**src/rtl/booth_mul_sequencer_pkg.sv**
```systemverilog
// cpu_pkg: shared CPU definitions used by the multiply unit.
//   WORD_W      - datapath word width
//   mul_state_t - multiply sequencer FSM states
//   pp_sel_t    - radix-4 Booth partial-product selection
//   booth_decode - maps a Booth triple {b[i+1], b[i], b[i-1]} to a selection
package cpu_pkg;

  localparam int WORD_W = 32;

  typedef enum logic [1:0] {
    S_IDLE = 2'd0,
    S_RUN  = 2'd1,
    S_DONE = 2'd2
  } mul_state_t;

  typedef enum logic [2:0] {
    PP_ZERO,
    PP_POS1,
    PP_POS2,
    PP_NEG1,
    PP_NEG2
  } pp_sel_t;

  function automatic pp_sel_t booth_decode(input logic [2:0] triple);
    pp_sel_t sel;
    sel = PP_ZERO;
    case (triple)
      3'b001, 3'b010: sel = PP_POS1;
      3'b011:         sel = PP_POS2;
      3'b100:         sel = PP_NEG2;
      3'b101, 3'b110: sel = PP_NEG1;
      default:        sel = PP_ZERO;
    endcase
    return sel;
  endfunction

endpackage

```
**src/rtl/booth_mul_sequencer_if.sv**
```systemverilog
// Handshake/data bundle between the control unit and the Booth multiplier.
//   start/a/b/flush      control unit -> multiplier
//   busy/done/hilo_we/hi/lo  multiplier -> control unit / HI-LO file
interface booth_mul_sequencer_if
  import cpu_pkg::*;
#(
  parameter int WIDTH = WORD_W
);

  logic             start;
  logic [WIDTH-1:0] a;
  logic [WIDTH-1:0] b;
  logic             flush;
  logic             busy;
  logic             done;
  logic             hilo_we;
  logic [WIDTH-1:0] hi;
  logic [WIDTH-1:0] lo;

  modport master (
    output start, a, b, flush,
    input  busy, done, hilo_we, hi, lo
  );

  modport slave (
    input  start, a, b, flush,
    output busy, done, hilo_we, hi, lo
  );

endinterface

```
**src/rtl/booth_mul_sequencer_pp_select.sv**
```systemverilog
// booth_pp_select: combinational radix-4 Booth partial-product generator.
//   triple  in  3      current Booth bit triple of the multiplier
//   mcand   in  2W     sign-extended (and already shifted) multiplicand
//   pp      out 2W     selected partial product, two's complement
module booth_pp_select
  import cpu_pkg::*;
#(
  parameter int WIDTH = WORD_W
) (
  input  logic [2:0]         triple,
  input  logic [2*WIDTH-1:0] mcand,
  output logic [2*WIDTH-1:0] pp
);

  localparam logic [2*WIDTH-1:0] ONE = {{(2*WIDTH-1){1'b0}}, 1'b1};

  logic [2*WIDTH-1:0] mcand_x2;

  assign mcand_x2 = mcand << 1;

  always_comb begin
    pp = '0;
    case (booth_decode(triple))
      PP_POS1: pp = mcand;
      PP_POS2: pp = mcand_x2;
      PP_NEG1: pp = ~mcand + ONE;
      PP_NEG2: pp = ~mcand_x2 + ONE;
      default: pp = '0;
    endcase
  end

endmodule

```
**src/rtl/booth_mul_sequencer.sv**
```systemverilog
// booth_mul_sequencer: multi-cycle radix-4 Booth multiplier for MUL.
// Retires one Booth bit-pair per clock; 16 RUN cycles then one DONE cycle.
//   clock   in  1      rising-edge clock
//   clear   in  1      synchronous active-high reset
//   bus     slave      start/a/b/flush in; busy/done/hilo_we/hi/lo out
module booth_mul_sequencer
  import cpu_pkg::*;
#(
  parameter int WIDTH = WORD_W
) (
  input  logic                  clock,
  input  logic                  clear,
  booth_mul_sequencer_if.slave  bus
);

  localparam int STEPS = WIDTH / 2;
  localparam int CNT_W = (STEPS > 1) ? $clog2(STEPS) : 1;
  localparam logic [CNT_W-1:0] LAST_STEP = CNT_W'(STEPS - 1);
  localparam logic [CNT_W-1:0] CNT_ONE   = CNT_W'(1);

  mul_state_t         state_q, state_d;
  logic [CNT_W-1:0]   count_q, count_d;
  logic [2*WIDTH-1:0] mcand_q, mcand_d;
  logic [WIDTH:0]     mplr_q, mplr_d;
  logic [2*WIDTH-1:0] acc_q, acc_d;
  logic [WIDTH-1:0]   hi_q, hi_d;
  logic [WIDTH-1:0]   lo_q, lo_d;

  logic [2*WIDTH-1:0] pp;
  logic [2*WIDTH-1:0] acc_sum;

  booth_pp_select #(.WIDTH(WIDTH)) u_pp_select (
    .triple (mplr_q[2:0]),
    .mcand  (mcand_q),
    .pp     (pp)
  );

  assign acc_sum = acc_q + pp;

  always_comb begin
    state_d = state_q;
    count_d = count_q;
    mcand_d = mcand_q;
    mplr_d  = mplr_q;
    acc_d   = acc_q;
    hi_d    = hi_q;
    lo_d    = lo_q;
    case (state_q)
      S_IDLE: begin
        // start beats a simultaneous flush: flush only matters in RUN
        if (bus.start) begin
          mcand_d = {{WIDTH{bus.a[WIDTH-1]}}, bus.a};
          mplr_d  = {bus.b, 1'b0};
          acc_d   = '0;
          count_d = '0;
          state_d = S_RUN;
        end
      end
      S_RUN: begin
        if (bus.flush) begin
          state_d = S_IDLE;
        end else begin
          acc_d   = acc_sum;
          mcand_d = mcand_q << 2;
          mplr_d  = {{2{mplr_q[WIDTH]}}, mplr_q[WIDTH:2]};
          count_d = count_q + CNT_ONE;
          if (count_q == LAST_STEP) begin
            // HI/LO take the final sum on the edge into DONE so they
            // are already valid while done/hilo_we are high
            {hi_d, lo_d} = acc_sum;
            state_d      = S_DONE;
          end
        end
      end
      S_DONE: begin
        state_d = S_IDLE;
      end
      default: begin
        state_d = S_IDLE;
      end
    endcase
  end

  always_ff @(posedge clock) begin
    if (clear) begin
      state_q <= S_IDLE;
      count_q <= '0;
      mcand_q <= '0;
      mplr_q  <= '0;
      acc_q   <= '0;
      hi_q    <= '0;
      lo_q    <= '0;
    end else begin
      state_q <= state_d;
      count_q <= count_d;
      mcand_q <= mcand_d;
      mplr_q  <= mplr_d;
      acc_q   <= acc_d;
      hi_q    <= hi_d;
      lo_q    <= lo_d;
    end
  end

  assign bus.busy    = (state_q != S_IDLE);
  assign bus.done    = (state_q == S_DONE);
  assign bus.hilo_we = (state_q == S_DONE);
  assign bus.hi      = hi_q;
  assign bus.lo      = lo_q;

endmodule

```
**src/flat_wrapper.sv**
```systemverilog
// flat-port wrapper written by rule: the top's interface ports become plain ports
module booth_mul_sequencer_flat import cpu_pkg::*;
#(
  parameter int WIDTH = WORD_W
)
  (clock, clear, bus_start, bus_a, bus_b, bus_flush, bus_busy, bus_done, bus_hilo_we, bus_hi, bus_lo);
  booth_mul_sequencer_if #(.WIDTH(WIDTH)) bus_i ();
  input  logic clock;
  input  logic clear;
  input wire logic [$bits(bus_i.start)-1:0] bus_start;
  input wire logic [$bits(bus_i.a)-1:0] bus_a;
  input wire logic [$bits(bus_i.b)-1:0] bus_b;
  input wire logic [$bits(bus_i.flush)-1:0] bus_flush;
  output wire logic [$bits(bus_i.busy)-1:0] bus_busy;
  output wire logic [$bits(bus_i.done)-1:0] bus_done;
  output wire logic [$bits(bus_i.hilo_we)-1:0] bus_hilo_we;
  output wire logic [$bits(bus_i.hi)-1:0] bus_hi;
  output wire logic [$bits(bus_i.lo)-1:0] bus_lo;
  assign bus_i.start = bus_start;
  assign bus_i.a = bus_a;
  assign bus_i.b = bus_b;
  assign bus_i.flush = bus_flush;
  assign bus_busy = bus_i.busy;
  assign bus_done = bus_i.done;
  assign bus_hilo_we = bus_i.hilo_we;
  assign bus_hi = bus_i.hi;
  assign bus_lo = bus_i.lo;
  booth_mul_sequencer #(.WIDTH(WIDTH)) u_core (.clock(clock), .clear(clear), .bus(bus_i));
endmodule
```
**config.mk**
```make
export PLATFORM = sky130hd
export DESIGN_NAME = booth_mul_sequencer_flat
export DESIGN_NICKNAME = d
export VERILOG_FILES = /design/src/rtl/booth_mul_sequencer_pkg.sv /design/src/rtl/booth_mul_sequencer_if.sv /design/src/rtl/booth_mul_sequencer_pp_select.sv /design/src/rtl/booth_mul_sequencer.sv /design/src/flat_wrapper.sv
export SDC_FILE = /design/constraint.sdc
export NUM_CORES = 1
export LEC_CHECK = 0
export BUFFER_PORTS_ARGS = -buffer_cell sky130_fd_sc_hd__buf_2
export CORE_MARGIN = 3
export CORE_UTILIZATION = 55
export DETAILED_ROUTE_END_ITERATION = 8
export GPL_TIMING_DRIVEN = 0
export PLACE_DENSITY = 0.74
export SLEW_MARGIN = 15
export SYNTH_ARGS = -nofsm -noshare
export SYNTH_HDL_FRONTEND = slang
export SYNTH_HIERARCHICAL = 1
export SYNTH_SLANG_ARGS = --single-unit
```
**constraint.sdc**
```tcl
create_clock -name clock -period 6.6 [get_ports clock]
set_input_delay 0.66 -clock clock [delete_from_list [all_inputs] [get_ports clock]]
set_output_delay 0.66 -clock clock [all_outputs]
set_load 0.1 [all_outputs]
```
-- After elaboration in Yosys (flattened, before gate mapping)
Index checks and enable logic that the tools add are counted.
- word-level logic and storage cells: 59
- output and inout port bits: 67
- bits in registers: 231
- bits of input ports: 68
- bitwise gates (word level): 4
- muxes and demuxes: 18
- eq/ne operators: 16
- reductions and logical operators: 9
- add/sub/neg operators: 4
- operators with widths (operator ; number):
    $mux W64 ; 4
    $pmux W64 S2 ; 2
    $pmux W64 S4 ; 1
    $add A64 B1 Y64 const B ; 2
    $not A64 Y64 ; 2
    $pmux W33 S2 ; 1
    $add A64 B64 Y64 ; 1
    $mux W33 ; 1
    $mux W32 ; 1
    $eq A3 B2 Y1 const B ; 4
    $eq A3 B3 Y1 const B ; 4
    $pmux W3 S4 ; 1
    $reduce_and A3 Y1 ; 3
    $mux W4 ; 2
    $pmux W4 S2 ; 1
    $eq A3 B1 Y1 const B ; 2
    $mux W2 ; 3
    $add A4 B1 Y4 const B ; 1
    $eq A4 B4 Y1 const B ; 1
    $ne A2 B2 Y1 const B ; 2
    $pmux W2 S2 ; 1
    $reduce_bool A2 Y1 ; 2
    $reduce_or A2 Y1 ; 2
    $ne A3 B2 Y1 const B ; 1
    5 further kinds ; 6

-- Depth between registers and ports, before layout
- depth in word-level cells: 8
- mapped depth: 21
- gate-level depth less buffers: 19

-- By module
Netlist, hierarchy kept.
- by module, submodules not included (module ; seq. area each (um2) ; times used ; area each (um2) ; cells each):
    booth_mul_sequencer ; 4624.4 ; 1 ; 12104.1 ; 1536
    booth_pp_select ; 0.0 ; 1 ; 3647.2 ; 610

-- Worst setup path after synthesis
Ideal clock, no wire load.
- path kind: reg2reg
- start: register u_core.mcand_q[0]
- end: register u_core.hi_q[29] (netlist: u_core/bus.hi[29])
- cell stages (with the launch flop): 19
- slack: 1.927 ns
- arrival: 4.554 ns
- clock period less this slack: 4.673 ns
- cells stage by stage: dfxtp_1 > inv_1 > ha_1 > nor4b_1 > nand2_1 > or4_1 > clkbuf_1 > o31ai_1 > xor2_1 > o221ai_1 > ha_1 > clkbuf_1 > nand4_1 > or2_2 > nor3_1 > a31oi_4 > o41ai_4 > nor4b_1 > a211o_1
- longest elaborated chain between the ends: 4
- ends and longest elaborated chain (item ; line ; source):
    start, declared ; booth_mul_sequencer.sv:23 ; logic [2*WIDTH-1:0] mcand_q, mcand_d;
    start signal, assigned ; booth_mul_sequencer.sv:96 ; mcand_q <= mcand_d;
    $not A64 Y64, on equally long branches ; booth_mul_sequencer_pp_select.sv:27, booth_mul_sequencer_pp_select.sv:26 ;
    $add A64 B1 Y64, on equally long branches ; booth_mul_sequencer_pp_select.sv:27, booth_mul_sequencer_pp_select.sv:26 ;
    $pmux W64 S4 (*) ; booth_mul_sequencer_pp_select.sv:23 ; case (booth_decode(triple))
    named net u_core.pp[50] ; booth_mul_sequencer.sv:29 ; logic [2*WIDTH-1:0] pp;
    $add A64 B64 Y64 (*) ; booth_mul_sequencer.sv:38 ; assign acc_sum = acc_q + pp;
    end signal, assigned ; booth_mul_sequencer.sv:99 ; hi_q <= hi_d;
    end, declared ; booth_mul_sequencer.sv:26 ; logic [WIDTH-1:0] hi_q, hi_d;
Mark *: on every way through the listed nets, which the timed path passes. The rest lies on a longest branch.
A chain may end at the register's enable or synchronous reset.

-- Worst setup path in the final report
- start: register u_core.mplr_q[1]
- end: register u_core.hi_q[31] (netlist: u_core/bus.hi[31])
- longest elaborated chain between the ends: 6
- ends and longest elaborated chain (item ; line ; source):
    start, declared ; booth_mul_sequencer.sv:24 ; logic [WIDTH:0] mplr_q, mplr_d;
    start signal, assigned ; booth_mul_sequencer.sv:97 ; mplr_q <= mplr_d;
    $eq A3 B3 Y1, or another cell as far along ; booth_mul_sequencer_pkg.sv:27 ; case (triple)
    $reduce_or A2 Y1 ; booth_mul_sequencer_pkg.sv:27 ;
    $pmux W3 S4 (*) ; booth_mul_sequencer_pkg.sv:27 ;
    $eq A3 B3 Y1, or another cell as far along ; booth_mul_sequencer_pp_select.sv:23 ;
    $pmux W64 S4 (*) ; booth_mul_sequencer_pp_select.sv:23 ;
    named net u_core.pp[6] ; booth_mul_sequencer.sv:29 ;
    $add A64 B64 Y64 (*) ; booth_mul_sequencer.sv:38 ;
Marks and branches as above.

==> summary.txt <==
Setup path
  • Buf+Inv Stages, Crit Path: 4
  • Crit end category: flip-flop
  • Critical path peak fanout: 10
  • CP max stage cell: o31ai_1
  • Delay-heaviest family, CP: compound AO/OA/AOI/OAI gates
  • Arrival time at the worst endpoint: 6880 ps
  • CP Class: flip-flop to flip-flop
  • Critical Path RT: 7050 ps
  • Worst path cell trace: clkbuf_1 -> nor2_1 -> nand2_1 -> clkbuf_1 -> clkbuf_1 -> buf_1 -> o22ai_1 -> ha_1 -> a21oi_1 -> o221ai_1 -> a21oi_1 -> a21oi_1 -> o31ai_1 -> o211a_1 -> o31ai_2 -> xor2_1 -> xnor2_1 -> a211oi_1
  • Crit-path max cell delay: 720 ps
  • Startpoint Class: flip-flop

Logic synthesis
  • Share of the synthesized area in the top cell type: 0.2936
  • Synthesized area: 15750 um^2
  • Synth area leaders: dfxtp_1 (29%), nand2_1 (8.5%), a21oi_1 (6.3%), ha_1 (5.2%), nor2_1 (4.2%)
  • Syn_nets: 2280
  • Post-synth ARST share: 0
  • Post-synth cell types: 83
  • Cell taking the most area after synthesis: dfxtp_1
  • Avg Synthesized Cell Area: 7.340 um^2
  • Flops & latches, synth: 231
  • Sequential fraction of the synthesis area: 0.2936
  • Synthesis Warnings: 6
  • Cells after Synth: 2146
  • Synth Flop Type: dfxtp_1
  • EDFF count, synth: 0
  • Count leader, synth: nand2_1
  • Synth top cells by count: nand2_1 (358), dfxtp_1 (231), a21oi_1 (197)

STA
  • Final setup viols: 0
  • Least-Margin Pin Slew: 1131 ps
  • Max-slew violations: 0
  • Fmax: 155.5 MHz
  • Period utilisation layout: 0.9742
  • Hold Worst Slack: 361.3 ps
  • RSZ-0062 raised after global routing: false
  • Setup tns final: 0 ps
  • Slew HR: 0.2459
  • Skew final: 15.92 ps
  • Final Hold Viols: 0
  • Period minus WS final: 6430 ps

Route
  • Drc violations: 0
  • Drt wl/cell: 22.03 um
  • Iter 0 DRT Violations: 2495
  • Vias per cell: 6.530
  • ANT nets after route: 0
  • DRT Wirelength: 59.60 mm
  • DR pass1 iterations: 6
  • Via count: 17670

Clocking
  • Post-CTS Hold Buffers: 0
  • PostCTS Resize Cnt: 0
  • Setup bufs post-CTS: 0
  • CTS tree: built
  • # H-tree levels: 1
  • Longest Clk Path Bufs: 3
  • CTS Sinks: 231
  • Skew-Pair Late Insertion Delay: 550 ps
  • CTS Root Cell: clkbuf_16
  • TritonCTS Buffers: 26
  • CTS clk-pin slew, worst paths: 60 ps

Pwr
  • Max VDD drop: 0.2265 mV
  • Leakage: 6.964 nW
  • Power density cells: 233.1 nW/um^2

Place
  • HPWL Detailed: 45.13 mm
  • Routability cong.: 1.052
  • IO Port Bufs: 134

Finish
  • Antenna diode count: 0
  • NumNets Final: 2442
  • Share of cells above drive strength 1: 0.09794
  • Area Growth Syn to Fin: 13.61%
  • Filler cells: 2562

GRT
  • Gr ovfl total: 0
  • Vias in the first global route: 16360
  • Tot GR Track Use: 0.3717
  • First-pass GRT wire length: 90.96 mm
  • Pin count of the biggest net entering global routing: 15
  • Antenna violations before repair: 0

Run status
  • Outcome: finished clean

Floorplanning
  • # rows: 61
  • Die width: 175.2 um
  • Core Area: 28010 um^2
  • Effective utilization at floorplan: 0.5623
  • Die area: 30710 um^2
  • # IOs: 135
  • Die Ht: 175.2 um

Job
  • MaxCap Viol Count: 0

Min path
  • Min-Delay Path Class: input port to flip-flop
==> flip-flops by register name, indices dropped and copies added (netlist names) <==
name / cells
u_core/state_q: 2
u_core/mplr_q: 33
u_core/bus.hi: 32
u_core/mcand_q: 64
u_core/bus.lo: 32
u_core/acc_q: 64
u_core/count_q: 4
==> report_power, final <==
group | internal [mW] | leakage (nW) | total (mW) | switching, mW
Clock | 1.01 | 0.487 | 1.63 | 0.617
Sequential | 1.45 | 1.88 | 1.54 | 0.0831
Combinational | 0.317 | 4.60 | 1.01 | 0.692
==> routing by layer <==
metal / global-route usage / part of all wire / vias to the layer above / wire length [um]
met3: 0.07084 / 0.11 / 181 / 6596
li1: - / - / 8174 / -
met5: 0 / 0 / - / 0
met2: 0.5797 / 0.43 / 1064 / 25630
met1: 0.5011 / 0.41 / 8251 / 24410
met4: 0.1636 / 0.050 / 0 / 2960
==> per-stage QoR <==
step	power (mW)	std cells	instance area, um^2	setup WS [ps]	util
4_1_cts	4.139	2706	17870	291.7	0.6380
3_3_place_gp	2.507	2658	16900	331.7	0.6032
5_1_grt	4.320	2706	17900	23.11	0.6389
6_report	4.172	2706	17900	170.3	0.6389
3_5_place_dp	2.521	2658	16900	327.9	0.6032
2_1_floorplan	2.213	2146	15750	1927	-
==> tightest hold or removal path: cells and delay by family <==
family / cells / cell delay [ps]
buf+inv: 1 / 80
mux: 1 / 60
simple gates: 1 / 80
==> cells in the final DEF (no fill, tap or decap), drive strengths merged, types with 14 or more instances in the layout <==
cell type and instances:
nor4 26, a21oi 198, nor2 178, a31oi 44, inv 23, nand3 75
o31ai 20, or3 29, a22o 33, a21o 23, o221ai 16, clkbuf 182
or4 18, nand4 28, o21ai 120, nand2b 16, nor2b 14, buf 159
a311oi 36, nor3 56, a22oi 71, o22ai 18, nand2 358, xnor2 49
dfxtp 231, xor2 73, ha 65
==> logic make-up (layout without fill, tap and decap cells) <==
family,after synthesis,count (layout),synth area share
AND/OR/NAND/NOR,852,852,0.2516
AO/OA/AOI/OAI,674,674,0.2823
flip-flops,231,231,0.2936
buffers and inverters,195,377,0.04790
XOR/XNOR,122,122,0.06784
adder cells (fa/ha/maj),66,66,0.05290
multiplexers,6,6,0.003892
==> path summary, 6_finish.rpt <==
check	startpoint	to	slack, ps	cells past startpoint
min reg2reg	u_core/bus.hi[1]	u_core/bus.hi[1]	450	2
max	u_core/mplr_q[1]	u_core/bus.hi[31]	170	18
max reg2reg	u_core/mplr_q[1]	u_core/bus.hi[31]	170	18
min	bus_b[31]	u_core/mplr_q[32]	360	3
==> layout make-up <==
type	instances	area (um^2)	share of cell area
repair buffers	134	670.6	0.03747
flip-flops and latches	231	4624	0.2584
clock inverters	15	219.0	0.01224
clock buffers	33	758.2	0.04237
plain buffers	174	675.6	0.03775
multi-input cells	1720	10400	0.5809
well taps	378	473.0	0.02643
inverters	21	78.83	0.004405
Note: power is estimated with default switching activity, not from simulation.
